$ cat src/rtl/red_pkg.sv
// Shared types and helpers for the sequential lane-reduction unit.
package red_pkg;

    typedef enum logic [1:0] {
        StIdle = 2'd0,
        StAcc  = 2'd1,
        StDone = 2'd2
    } red_state_t;

    // Number of lanes per operand.
    function automatic int unsigned lanes(int unsigned data_w, int unsigned lane_w);
        return data_w / lane_w;
    endfunction

    // Largest signed value representable in w bits.
    function automatic logic signed [63:0] sat_max(int unsigned w);
        return (64'sd1 <<< (w - 1)) - 64'sd1;
    endfunction

    // Smallest signed value representable in w bits.
    function automatic logic signed [63:0] sat_min(int unsigned w);
        return -(64'sd1 <<< (w - 1));
    endfunction

endpackage

$ cat src/rtl/red_lane_add.sv
// One accumulation step: acc + sext(lane_a) + sext(lane_b), evaluated two bits wider
// than the accumulator so signed overflow is detectable.
// Macro RED_SAT_EN: clamp an overflowing result to the signed limits instead of wrapping.
module red_lane_add
    import red_pkg::*;
#(
    parameter int unsigned DATA_W = 16,
    parameter int unsigned LANE_W = 8
) (
    input  logic [DATA_W-1:0] acc,
    input  logic [LANE_W-1:0] lane_a,
    input  logic [LANE_W-1:0] lane_b,
    output logic [DATA_W-1:0] next_acc,
    output logic              ovf
);

    localparam int unsigned WideW = DATA_W + 2;
    localparam logic signed [63:0] Max64 = sat_max(DATA_W);
    localparam logic signed [63:0] Min64 = sat_min(DATA_W);
    localparam logic signed [WideW-1:0] MaxW = Max64[WideW-1:0];
    localparam logic signed [WideW-1:0] MinW = Min64[WideW-1:0];

    logic signed [WideW-1:0] acc_w;
    logic signed [WideW-1:0] a_w;
    logic signed [WideW-1:0] b_w;
    logic signed [WideW-1:0] sum_w;

    // Wide signed add, range check and out-of-range handling.
    always_comb begin
        acc_w = {{2{acc[DATA_W-1]}}, acc};
        a_w   = {{(WideW - LANE_W){lane_a[LANE_W-1]}}, lane_a};
        b_w   = {{(WideW - LANE_W){lane_b[LANE_W-1]}}, lane_b};
        sum_w = acc_w + a_w + b_w;
        ovf   = (sum_w > MaxW) || (sum_w < MinW);
`ifdef RED_SAT_EN
        if (sum_w > MaxW) begin
            next_acc = MaxW[DATA_W-1:0];
        end else if (sum_w < MinW) begin
            next_acc = MinW[DATA_W-1:0];
        end else begin
            next_acc = sum_w[DATA_W-1:0];
        end
`else
        next_acc = sum_w[DATA_W-1:0];
`endif
    end

endmodule

$ cat src/rtl/red_seq.sv
// Sequential signed lane reduction: sums all LANE_W lanes of two operands, one lane pair
// per cycle, with an optional accumulate mode that continues from the held previous sum.
// Macro RED_SAT_EN (in red_lane_add): saturate on overflow instead of wrapping.
module red_seq
    import red_pkg::*;
#(
    parameter int unsigned DATA_W = 16,
    parameter int unsigned LANE_W = 8
) (
    input  logic              clk,
    input  logic              rst_n,
    input  logic              in_valid,
    output logic              in_ready,
    input  logic [DATA_W-1:0] in_a,
    input  logic [DATA_W-1:0] in_b,
    input  logic              acc_mode,
    input  logic              clr,
    output logic              out_valid,
    input  logic              out_ready,
    output logic [DATA_W-1:0] sum,
    output logic              ovf,
    output logic              busy
);

    localparam int unsigned L    = lanes(DATA_W, LANE_W);
    localparam int unsigned IdxW = (L > 1) ? $clog2(L) : 1;
    localparam logic [IdxW-1:0] LastIdx = IdxW'(L - 1);

    red_state_t        state_q, state_d;
    logic [DATA_W-1:0] a_q, a_d;
    logic [DATA_W-1:0] b_q, b_d;
    logic [DATA_W-1:0] sum_q, sum_d;
    logic              ovf_q, ovf_d;
    logic [IdxW-1:0]   idx_q, idx_d;

    logic [LANE_W-1:0] lane_a;
    logic [LANE_W-1:0] lane_b;
    logic [DATA_W-1:0] lane_next;
    logic              lane_ovf;

    // Select the current lane pair from the latched operands.
    always_comb begin
        lane_a = a_q[32'(idx_q) * LANE_W +: LANE_W];
        lane_b = b_q[32'(idx_q) * LANE_W +: LANE_W];
    end

    red_lane_add #(
        .DATA_W(DATA_W),
        .LANE_W(LANE_W)
    ) u_lane_add (
        .acc     (sum_q),
        .lane_a  (lane_a),
        .lane_b  (lane_b),
        .next_acc(lane_next),
        .ovf     (lane_ovf)
    );

    // FSM next state, datapath updates and handshake outputs.
    always_comb begin
        state_d   = state_q;
        a_d       = a_q;
        b_d       = b_q;
        sum_d     = sum_q;
        ovf_d     = ovf_q;
        idx_d     = idx_q;
        in_ready  = 1'b0;
        out_valid = 1'b0;
        case (state_q)
            StIdle: begin
                in_ready = 1'b1;
                if (clr) begin
                    sum_d = '0;
                end
                if (in_valid) begin
                    a_d     = in_a;
                    b_d     = in_b;
                    idx_d   = '0;
                    ovf_d   = 1'b0;
                    // A same-cycle clear wins over acc_mode.
                    if (!acc_mode || clr) begin
                        sum_d = '0;
                    end
                    state_d = StAcc;
                end
            end
            StAcc: begin
                sum_d = lane_next;
                ovf_d = ovf_q | lane_ovf;
                idx_d = idx_q + 1'b1;
                if (idx_q == LastIdx) begin
                    state_d = StDone;
                end
            end
            StDone: begin
                out_valid = 1'b1;
                if (out_ready) begin
                    state_d = StIdle;
                end
            end
            default: begin
                state_d = StIdle;
            end
        endcase
    end

    assign sum  = sum_q;
    assign ovf  = ovf_q;
    assign busy = (state_q != StIdle);

    // State and datapath registers.
    always_ff @(posedge clk or negedge rst_n) begin
        if (!rst_n) begin
            state_q <= StIdle;
            a_q     <= '0;
            b_q     <= '0;
            sum_q   <= '0;
            ovf_q   <= 1'b0;
            idx_q   <= '0;
        end else begin
            state_q <= state_d;
            a_q     <= a_d;
            b_q     <= b_d;
            sum_q   <= sum_d;
            ovf_q   <= ovf_d;
            idx_q   <= idx_d;
        end
    end

endmodule
$ cat config.mk
export PLATFORM = sky130hd
export DESIGN_NAME = red_seq
export DESIGN_NICKNAME = d
export VERILOG_FILES = /design/src/rtl/red_pkg.sv /design/src/rtl/red_lane_add.sv /design/src/rtl/red_seq.sv
export SDC_FILE = /design/constraint.sdc
export NUM_CORES = 1
export LEC_CHECK = 0
export ABC_AREA = 0
export BUFFER_PORTS_ARGS = -buffer_cell sky130_fd_sc_hd__buf_2
export CAP_MARGIN = 10
export CORE_MARGIN = 2
export CORE_UTILIZATION = 50
export DETAILED_ROUTE_END_ITERATION = 10
export GPL_TIMING_DRIVEN = 1
export PLACE_DENSITY = 0.75
export SYNTH_ARGS = -nofsm -noshare
export SYNTH_HDL_FRONTEND = slang
export SYNTH_SLANG_ARGS = --single-unit
$ cat constraint.sdc
create_clock -name clk -period 5.17 [get_ports clk]
set_input_delay 0.7755 -clock clk [delete_from_list [all_inputs] [get_ports clk]]
set_output_delay 0.7755 -clock clk [all_outputs]
set_load 0.05 [all_outputs]
==> reports/metrics.yaml <==
final_layout:
  design_area_sq_um: 3695
  layout_common_cells: "111 x nand2_1, 57 x buf_2, 52 x dfrtp_1, 19 x o21ai_0, 17 x fa_1"
  nets: 472
  layout_commonest_cell: "nand2_1"
  syn_to_final_growth_pct: 13.19
  diodes: 0
  drive_gt1_share_pct: 21.89
timing:
  hold_viol_final: 0
  fin_ws_ps: 1194
  period_needed_ps: 3976
  finalMaxSlewViolations: 0
  slew_headroom_pct: 23.34
  final-setup-viol-count: 0
  max_clock_freq_mhz: 251.5
  fin_skew_ps: 14.86
  fin_crit_sh_pct: 76.90
  rsz0062_at_grt: "no"
  fin_setup_tns_ps: 0
  max_slew.worst_pin.slew_ps: 1147
global_route:
  antenna_found_initial: 0
  grt_usage_pct: 20.68
  grt_max_degree: 53
  gr-total-overflow: 0
  grt_pass1_wl_microns: 12090
  grt_pass1_vias: 2726
synth:
  ys_warn_count: 0
  yosys.area_share.simple_pct: 18.40
  synth_top_family_by_area: "simple AND/OR/NAND/NOR gates"
  synth_cells: 348
  ys_seq_area_share_pct: 39.86
  synthArstFlopShare_pct: 100.0
  synth-edff-count: 0
  synth_fp_nets: 419
  ys_ff_latch: 52
  synth_top_area_share_pct: 39.86
  synth_xor_area_share_pct: 2.415
  syn-cell-area_sq_um: 3264
  synth_compound_area_share_pct: 14.60
  synth.mux.area_fraction_pct: 5.519
  synth_area_leaders: "dfrtp_1 40%, nand2_1 13%, fa_1 10%"
  synth_cell_type_count: 36
  synth-main-ff-cell: "dfrtp_1"
  synth_adder_area_share_pct: 16.56
  syn_area_per_cell_sq_um: 9.380
  yosys.area.top_type: "dfrtp_1"
worst_setup_path:
  cp.required_ps: 5370
  cp_max_fo: 15
  cp-end-kind: "register"
  critical_path_class: "register to register"
  cp.arrival_ps: 4180
  start_kind: "register"
clocking:
  ctsHoldBuffers: 0
  cts_root_buf: "clkbuf_8"
  post_cts_buffers: 0
  clockBufferDepth: 2
  clock-sinks: 52
  htreeDepth: 2
  clk_latency_ps: 320
  ctsResizeCount: 0
  tritoncts: "built"
  cts_buffers: 5
  clk_pin_slew_ps: 100
placed_design:
  port_buffers: 57
  placedInstanceArea_sq_um: 3605
  dp_slack_ps: 1206
  place.detailed.hpwl_microns: 5031
  gp_congestion: 0.8679
hold_path:
  hold_path_class: "register to register"
die:
  coreArea_sq_um: 6350
  start_util_pct: 51.41
  io_pins: 58
  placementRows: 29
  dieArea_sq_um: 7191
  die_h_microns: 84.80
  fp.dieW_microns: 84.80
drt:
  route.vias.total: 2611
  drtIter0Drc: 111
  drt-total-wl_microns: 6741
  via_per_inst: 5.451
  route.detailed.drc: 0
  ant_nets: 0
  dr.pass1.iters: 4
  wl_per_cell_microns: 14.07
job:
  drv_cap: 0
run_status:
  status: "completed"
## path summary, 6_finish.rpt
check                      slack, ps      end  cells after the start   start
max in group asynchronous       4150  sum[12]                      2   rst_n
min in group asynchronous        560   a_q[8]                      2   rst_n
min                              480   a_q[6]                      2  a_q[6]
min reg2reg                      480   a_q[6]                      2  a_q[6]
max reg2reg                     1190      ovf                     12   idx_q
max                             1190      ovf                     12   idx_q
## through the flow
stage	hold slack, ps	instances	utilization (%)
after CTS	485.6	479	58.19
after global placement	454.9	471	56.77
after detailed placement	460.5	471	56.77
after floorplan	440.1	348	-
after global routing	511.2	479	58.19
final	480.5	479	58.19
## state kept, by name, indices dropped and copies added, names as in the netlist
name     count
a_q         16
b_q         16
sum         16
state_q      2
idx_q        1
ovf          1
## synthesized netlist by cell type, types with 5 or more instances
cell	count
dfrtp_1	52
a22o_1	6
inv_1	8
nand3_1	6
ha_1	16
nand2b_1	5
xnor2_1	6
a21o_1	8
mux2_2	16
a21oi_1	16
o21ai_0	19
nand2_1	111
fa_1	17
nor2_1	12
clkbuf_1	12
## cell families after synthesis
logic type / after synthesis
AND/OR/NAND/NOR: 147
AO/OA/AOI/OAI: 70
flip-flops: 52
adder cells (fa/ha/maj): 33
buffers and inverters: 21
multiplexers: 16
XOR/XNOR: 9
## layout make-up
| type | instances | area [sq um] |
|---|---|---|
| inverters | 8 | 30.03 |
| clock buffers | 5 | 68.82 |
| multi-input cells | 275 | 1877 |
| repair buffers | 59 | 300.3 |
| flip-flops and latches | 52 | 1301 |
| clock inverters | 3 | 21.27 |
| well taps | 77 | 96.34 |
| fillers | 587 | 2655 |
## per-layer routing
layer / GRT usage (%) / share of wire [%] / vias to the layer above
met5: 0 / 0 / -
met4: 4.329 / 1.0 / 0
met3: 3.441 / 3.4 / 10
met2: 36.86 / 51 / 44
met1: 26.59 / 44 / 1275
li1: - / - / 1282
## worst max-delay path: stages (launching register included)
cell      delay (ps)
dfrtp_1          720
mux2_2           420
fa_1             510
ha_1             190
inv_1             60
fa_1             370
nand2b_1         190
a21o_1           190
a21bo_1          210
a22o_1           220
o211a_1          130
or3_1            380
a32o_1           260
Power is not shown: default switching activity piles up to over one toggle a cycle in this logic, so the estimate is an artifact.
